<file path="src/rtl/instr_prefetch_queue.sv">
// Instruction prefetch queue: fetches sequential words over req/ack into a small FIFO.
// Ports: cpu_clk/cpu_rst, imem_* request side, cpu_instruction* head outputs,
//   cpu_take pop, redirect_valid/redirect_pc flush+restart, queue_count occupancy.
module instr_prefetch_queue #(
  parameter int          DEPTH    = 4,
  parameter logic [31:0] RESET_PC = 32'h0000_0000
) (
  input  logic                         cpu_clk,
  input  logic                         cpu_rst,
  output logic                         imem_req,
  output logic [31:0]                  imem_addr,
  input  logic                         imem_ack,
  input  logic [31:0]                  imem_rdata,
  output logic [31:0]                  cpu_instruction,
  output logic [31:0]                  cpu_instruction_pc,
  output logic                         cpu_instruction_RDY_BSY,
  input  logic                         cpu_take,
  input  logic                         redirect_valid,
  input  logic [31:0]                  redirect_pc,
  output logic [$clog2(DEPTH+1)-1:0]   queue_count
);

  localparam int PW = $clog2(DEPTH);
  localparam int CW = $clog2(DEPTH+1);
  localparam logic [CW-1:0] FULL = CW'(DEPTH);

  typedef enum logic [1:0] {IDLE, REQ, DRAIN} state_t;

  state_t        state, state_n;
  logic [31:0]   fetch_pc, fetch_pc_n;
  logic [31:0]   addr_n;
  logic [31:0]   redir_tgt, pc_inc;
  logic [31:0]   q_data [DEPTH];
  logic [31:0]   q_pc   [DEPTH];
  logic [PW-1:0] rd_ptr, wr_ptr;
  logic [CW-1:0] count, count_n;
  logic          valid, push, pop;

  assign valid     = (count != '0);
  assign pop       = valid & cpu_take & ~redirect_valid;
  assign push      = (state == REQ) & imem_ack & ~redirect_valid;
  assign count_n   = count + CW'(push) - CW'(pop);
  assign redir_tgt = {redirect_pc[31:2], 2'b00};
  assign pc_inc    = fetch_pc + 32'd4;

  always_comb begin
    state_n    = state;
    fetch_pc_n = fetch_pc;
    addr_n     = imem_addr;
    if (redirect_valid) begin
      fetch_pc_n = redir_tgt;
      case (state)
        IDLE: begin
          state_n = REQ;
          addr_n  = redir_tgt;
        end
        REQ: begin
          // Without ack the old request must stay stable; drain it first.
          if (imem_ack) begin
            state_n = REQ;
            addr_n  = redir_tgt;
          end else begin
            state_n = DRAIN;
          end
        end
        DRAIN: begin
          if (imem_ack) begin
            state_n = REQ;
            addr_n  = redir_tgt;
          end
        end
        default: state_n = IDLE;
      endcase
    end else begin
      case (state)
        IDLE: begin
          if (count < FULL) begin
            state_n = REQ;
            addr_n  = fetch_pc;
          end
        end
        REQ: begin
          if (imem_ack) begin
            fetch_pc_n = pc_inc;
            // Only reissue if a slot is still free after this push/pop.
            if (count_n < FULL) begin
              state_n = REQ;
              addr_n  = pc_inc;
            end else begin
              state_n = IDLE;
            end
          end
        end
        DRAIN: begin
          // fetch_pc already holds the redirect target.
          if (imem_ack) begin
            state_n = REQ;
            addr_n  = fetch_pc;
          end
        end
        default: state_n = IDLE;
      endcase
    end
  end

  always_ff @(posedge cpu_clk or posedge cpu_rst) begin
    if (cpu_rst) begin
      state     <= IDLE;
      fetch_pc  <= RESET_PC;
      imem_addr <= RESET_PC;
      rd_ptr    <= '0;
      wr_ptr    <= '0;
      count     <= '0;
    end else begin
      state     <= state_n;
      fetch_pc  <= fetch_pc_n;
      imem_addr <= addr_n;
      if (redirect_valid) begin
        rd_ptr <= '0;
        wr_ptr <= '0;
        count  <= '0;
      end else begin
        if (push) wr_ptr <= wr_ptr + 1'b1;
        if (pop)  rd_ptr <= rd_ptr + 1'b1;
        count <= count_n;
      end
    end
  end

  always_ff @(posedge cpu_clk) begin
    if (push) begin
      q_data[wr_ptr] <= imem_rdata;
      q_pc[wr_ptr]   <= fetch_pc;
    end
  end

  assign imem_req                = (state != IDLE);
  assign cpu_instruction_RDY_BSY = valid;
  assign cpu_instruction         = valid ? q_data[rd_ptr] : '0;
  assign cpu_instruction_pc      = valid ? q_pc[rd_ptr] : '0;
  assign queue_count             = count;

  a_no_overflow: assert property (
    @(posedge cpu_clk) disable iff (cpu_rst) !(push && (count == FULL))
  );

endmodule

</file>
<file path="config.mk">
export PLATFORM = sky130hd
export DESIGN_NAME = instr_prefetch_queue
export DESIGN_NICKNAME = d
export VERILOG_FILES = /design/src/rtl/instr_prefetch_queue.sv
export SDC_FILE = /design/constraint.sdc
export NUM_CORES = 1
export LEC_CHECK = 0
export BUFFER_PORTS_ARGS = -buffer_cell sky130_fd_sc_hd__buf_2
export CORE_ASPECT_RATIO = 2
export CORE_MARGIN = 5
export CORE_UTILIZATION = 50
export DETAILED_ROUTE_END_ITERATION = 10
export PLACE_DENSITY = 0.7
export SLEW_MARGIN = 10
export SYNTH_ARGS = -nofsm -noshare
export SYNTH_HDL_FRONTEND = slang
export SYNTH_SLANG_ARGS = --single-unit
export TNS_END_PERCENT = 10
</file>
<file path="constraint.sdc">
create_clock -name cpu_clk -period 4.6 [get_ports cpu_clk]
set_input_delay 0.23 -clock cpu_clk [delete_from_list [all_inputs] [get_ports cpu_clk]]
set_output_delay 0.23 -clock cpu_clk [all_outputs]
set_load 0.02 [all_outputs]
</file>
# Word-level counts from Yosys, hierarchy flattened
# Memories as Yosys holds them, arrays and structs flattened.
# Cells that the tools add are included.
[op_classes]
n_bitwise = 5
n_reduce_logical = 12
n_eq_ne = 8
add_sub_neg = 5
magnitude_cmp = 2
muxes = 28
[ops]
columns = ["cell", "n"]
rows = [
  ["two-way mux 32 bit", 11],
  ["one-hot mux 32 bit (3 select lines)", 1],
  ["one-hot mux 32 bit (2 select lines)", 1],
  ["adder 32 x 3 -> 32 bit (second input constant)", 1],
  ["two-way mux 2 bit", 9],
  ["inequality test 3 bit (second input constant)", 4],
  ["one-hot mux 2 bit (3 select lines)", 2],
  ["nonzero test 2 bit", 5],
  ["AND reduction 7 bit", 1],
  ["< comparator 3 bit (second input constant)", 2],
  ["inequality test 3 x 2 -> 1 bit (second input constant)", 2],
  ["adder 2 x 1 -> 2 bit (second input constant)", 2],
  ["bitwise AND 1 bit", 4],
  ["AND reduction 2 bit", 2],
  ["nonzero test 4 bit", 1],
  ["adder 3 x 1 -> 3 bit", 1],
  ["two-way mux 1 bit", 3],
  ["two-way mux 3 bit", 1],
  ["nonzero test 3 bit", 1],
  ["subtractor 3 x 1 -> 3 bit", 1],
  ["equality test 2 x 1 -> 1 bit (second input constant)", 1],
  ["equality test 2 bit (second input constant)", 1],
  ["zero test 2 bit", 1],
  ["OR reduction 2 bit", 1],
  ["inverter 1 bit", 1],
]
[word_totals]
ram_bits = 256
input_bits = 69
mem_count = 2
reg_bits = 73
[mem_list]
columns = ["name", "words", "word_bits", "rd", "rd_clocked_by_memory_dff", "wr", "line_no", "text"]
rows = [
  ["q_data", 4, 32, 1, 0, 1, "33", "logic [31:0] q_data [DEPTH];"],
  ["q_pc", 4, 32, 1, 0, 1, "34", "logic [31:0] q_pc [DEPTH];"],
]

# Longest topological paths before layout
[depth]
ltp_word = 10
ltp_mapped = 17
ltp_nobuf = 13

# Worst setup path after synthesis
# Ideal clock, no wire load.
[synth_timing]
kind = "flip-flop to flip-flop"
start = "register state[1]"
end = "register imem_addr[11]"
synth_period_minus_slack_ns = 3.393
path_stages_with_launch = 18
setup_slack_ns = 1.207
n_path_buf = 4
required_time_ns = 4.467
t_arrival_ns = 3.260
cell_sequence = "dfrtp_1 > inv_1 > ha_1 > buf_2 > nor2b_1 > buf_2 > clkbuf_1 > nand2_1 > ha_1 > inv_1 > ha_1 > inv_1 > fa_1 > or3_1 > and3_1 > nand2_1 > clkbuf_1 > o21ai_0"
[synth_between]
elab_chain_len = 8
[synth_rtl]
columns = ["item", "line_no", "text"]
rows = [
  ["from (decl)", "29", "state_t state, state_n;"],
  ["from (signal assigned)", "115", "state <= state_n;"],
  ["equality test 2 x 1 -> 1 bit", "41, 52, 75", ""],
  ["bitwise AND 1 bit (2 in series)", "41", "assign push = (state == REQ) & imem_ack & ~redirect_valid;"],
  ["adder 3 x 1 -> 3 bit", "42", "assign count_n = count + CW'(push) - CW'(pop);"],
  ["subtractor 3 x 1 -> 3 bit", "42", ""],
  ["< comparator 3 bit", "86", "if (count_n < FULL) begin"],
  ["inequality test 3 x 2 -> 1 bit (no line)", "--", ""],
  ["AND reduction 7 bit (no line)", "--", ""],
  ["to (signal assigned)", "117", "imem_addr <= addr_n;"],
  ["to (decl)", "11", "output logic [31:0] imem_addr,"],
]
# Parallel ways exist; a longest one is shown, timed or not.
# A chain may end at the register's enable or synchronous reset.

# Final worst setup path
[layout_timing]
start = "register count[1] (netlist: queue_count[1])"
end = "register imem_addr[12]"
[layout_between]
elab_chain_len = 7
[layout_rtl]
columns = ["item", "line_no", "text"]
rows = [
  ["from (decl)", "36", "logic [CW-1:0] count, count_n;"],
  ["from (signal assigned)", "125", "count <= count_n;"],
  ["parallel branches: the longest is 6 deep, another holds adder 3 x 1 -> 3 bit", "--", ""],
  ["AND reduction 7 bit (no line) (*)", "--", ""],
]
# Mark *: on every way between the ends.

==> results.cfg <==
[run_status]
status = finished clean

[setup_path]
rr_worst_depth = 12
slowest_stage = and3_1
reg2reg_slack_ns = 0.96
required_ns = 5.04
r2r_end = imem_addr[12]
cp_max_fo = 16
criticalPathCategory = reg -> reg
critPathMaxStageDelay_ns = 0.54
worst_path_dominant_cell_family = simple AND/OR/NAND/NOR gates
critPathCaptureType = register
path_buf_inv = 2
crit_path_cell_trace = or3_2 > nand2_1 > nor2_1 > ha_1 > inv_1 > ha_1 > inv_1 > fa_1 > nand3_1 > and3_1 > nand2_1 > o31ai_1
critPathLaunchType = register
arrival_ns = 4.09
r2r_start = queue_count[1]

[place]
post-dp-hpwl_mm = 21.07
place.gp.congestion = 0.9043
port_buffers = 165
dpl_cell_area_sq_um = 15080
place_inst = 1390

[grt]
grt_pass1_wl_mm = 51.63
grt_pass1_vias = 9232
grt.total_usage = 0.2120
grt_max_degree = 65
overflow = 0
antenna_found_initial = 0

[logic_synthesis]
synth_cell_types = 60
synth_top_family_by_area = multiplexers
yosysWarnings = 0
synth-xor-area-share = 0.02886
ys_ff_latch = 318
syn_inst = 917
synth_top_flop_cell = edfxtp_1
synthSimpleGateAreaFrac = 0.1065
synth_compound_area_frac = 0.05583
yosysSeqAreaShare = 0.6588
avgSynthCellArea_sq_um = 15.23
netlist_area_sq_um = 13960
async_flop_share = 0.2201
yosys.area_share.adder = 0.01129
synth_edf_count = 248
synthMuxAreaShare = 0.1131

[clock_tree]
post_cts_buffers = 0
cts_sinks = 318
root_buffer = clkbuf_16
clock_latency_ns = 0.55
cts_resized = 0
cts_tree = done
clk_pin_slew_ns = 0.07
cts_max_level = 1
clockBufferDepth = 3
cts_buffers = 27

[finish]
nNetsFinal = 1208
nFillCells = 2200
finalNonFillerCells = 1498
finish.utilization = 0.6038
drive_gt1_frac = 0.2740
syn_to_final_growth_pct = 19.13
fin_area_sq_um = 16630
antennaDiodeCount = 0

[die]
fp.dieW_um = 128.2
core_area_sq_um = 27550
boundaryPins = 170
die_h_um = 246.3
die_area_sq_um = 31570
initial_core_util = 0.5069
rows = 86

[pwr]
power_mw = 9.200
power.static_leakage_nw = 5.981
irDropWorstVdd_mv = 0.5876
power.density_nw_per_um2 = 553.1

[run]
drv_cap = 0

[min_path]
hold_start = redirect_pc[22]
hold_path_class = in -> reg
hold_depth = 3
hold_path_end = fetch_pc[22]

[sta]
rsz0062_at_grt = no
setup_viol = 0
post-route-period-util = 0.7920
final-hold-violation-count = 0
tightestPinTransition_ns = 0.9835
timing.fmax_ghz = 0.2745
fin_tns_setup_ns = 0
slew_headroom = 0.3443
fin_crit_ns = 3.643
drv_slew = 0
skew_ns = 0.01639

[drt]
first_iter_violations = 444
wl_per_cell_um = 22.03
drtAntennaViolNets = 0
detail_route.first_pass.iterations = 6
wirelength_mm = 33.00
via_per_inst = 5.796
drc = 0
vias = 8683
-- worst max-delay path by stage --
stage,from,to,slack (ns),cells after the start
floorplan,state[1],imem_addr[11],1.21,17
global placement,state[1],imem_addr[11],1.04,14
detailed placement,queue_count[2],imem_addr[6],0.96,12
CTS,queue_count[1],imem_addr[6],0.97,12
global route,state[1],imem_addr[4],0.71,14
finish,queue_count[1],imem_addr[12],0.96,12
-- cell usage in the layout, fill, tap and decap left out, types with 23 or more instances in the layout --
cell	Yosys	final
o21ai_0	46	46
xnor2_1	34	34
nor2_1	23	23
buf_2	18	165
edfxtp_1	248	248
nand3_1	29	29
nand2_1	37	37
mux4_2	62	62
clkbuf_16	0	27
dlygate4sd3_1	0	60
and2_1	72	72
a21oi_1	24	24
dfrtp_1	70	68
-- Yosys cell counts, types with 4 or more instances --
library cell	number	area, sq um
xor2_1	12	105.1
or3_1	6	37.54
a41oi_1	5	43.79
nor3_1	18	90.09
inv_1	19	71.32
nor4_1	17	106.4
buf_2	18	90.09
dfrtp_1	70	1752
nor2_1	23	86.33
o21ai_1	7	35.03
nand4_1	17	106.4
and3_1	10	62.56
nor2b_1	4	25.02
nand2b_1	4	25.02
mux2i_1	7	70.07
xnor2_1	34	297.8
a21oi_1	24	120.1
buf_1	4	15.01
and2_1	72	450.4
and4_1	6	52.55
a31oi_1	8	50.05
o211ai_1	4	30.03
ha_1	11	137.6
nand2_1	37	138.9
nand3_1	29	145.1
o31ai_1	4	30.03
edfxtp_1	248	7447
mux2_2	10	112.6
clkbuf_1	32	120.1
o21ai_0	46	230.2
buf_4	5	37.54
o31a_1	6	52.55
mux4_2	62	1396
-- kinds of logic (layout without fill, tap and decap cells) --
kind of cell    after synthesis  after routing
flops                       318            318
simple gates                256            256
compound gates              124            124
buf+inv                      81            309
mux                          79             79
xor+xnor                     46             46
fa+ha+maj                    12             12
other cells                   1              2
-- worst min-delay path, delay by kind of cell --
kind	cells	cell delay (ns)
buffers and inverters	1	0.07
AND/OR/NAND/NOR	1	0.16
AO/OA/AOI/OAI	1	0.09
-- sequential cells by signal (all words and copies together) (netlist names) --
name and count:
fetch_pc 30, imem_addr 31, q_data 128, q_pc 120, queue_count 3, rd_ptr 2, state 2, wr_ptr 2
-- routing by layer --
| metal | vias up | GRT usage | routed length [um] |
|---|---|---|---|
| met5 | - | 0 | 0 |
| met3 | 81 | 0.02343 | 1465 |
| met2 | 280 | 0.3921 | 18240 |
| met4 | 0 | 0.09750 | 1418 |
| met1 | 4379 | 0.2416 | 11870 |
| li1 | 3943 | - | - |
-- final cells by class --
cell class / count / area [sq um] / area share
Sequential cell: 318 / 9204 / 0.5533
Clock buffer: 34 / 721.9 / 0.04340
Timing Repair Buffer: 241 / 1546 / 0.09297
Inverter: 20 / 75.07 / 0.004513
Tap cell: 352 / 440.4 / 0.02648
Clock inverter: 14 / 226.5 / 0.01362
Multi-Input combinational cell: 519 / 4419 / 0.2657
-- metrics by stage --
step | hold slack, ns | worst slack (ns)
2_1_floorplan | 0.3289 | 1.207
3_3_place_gp | 0.3799 | 1.045
3_5_place_dp | 0.3761 | 0.9620
4_1_cts | 0.01780 | 0.9706
5_1_grt | 0.05808 | 0.7077
6_report | 0.03549 | 0.9570
-- what timing repair did --
item / 4_1_cts / 5_1_grt
hold buffers: 60 / 0
hold endpoints to repair: 189 / 0
endpoints found under the setup margin: 0 / 0
-- report_power, final --
part	switching (mW)	leakage (nW)	total, mW	internal (mW)
Combinational	1.79	2.44	2.99	1.19
Sequential	0.321	3.08	3.77	3.45
Clock	0.996	0.465	2.45	1.45
Total	3.11	5.98	9.20	6.09
No activity file was read; power rests on OpenSTA's default activity.
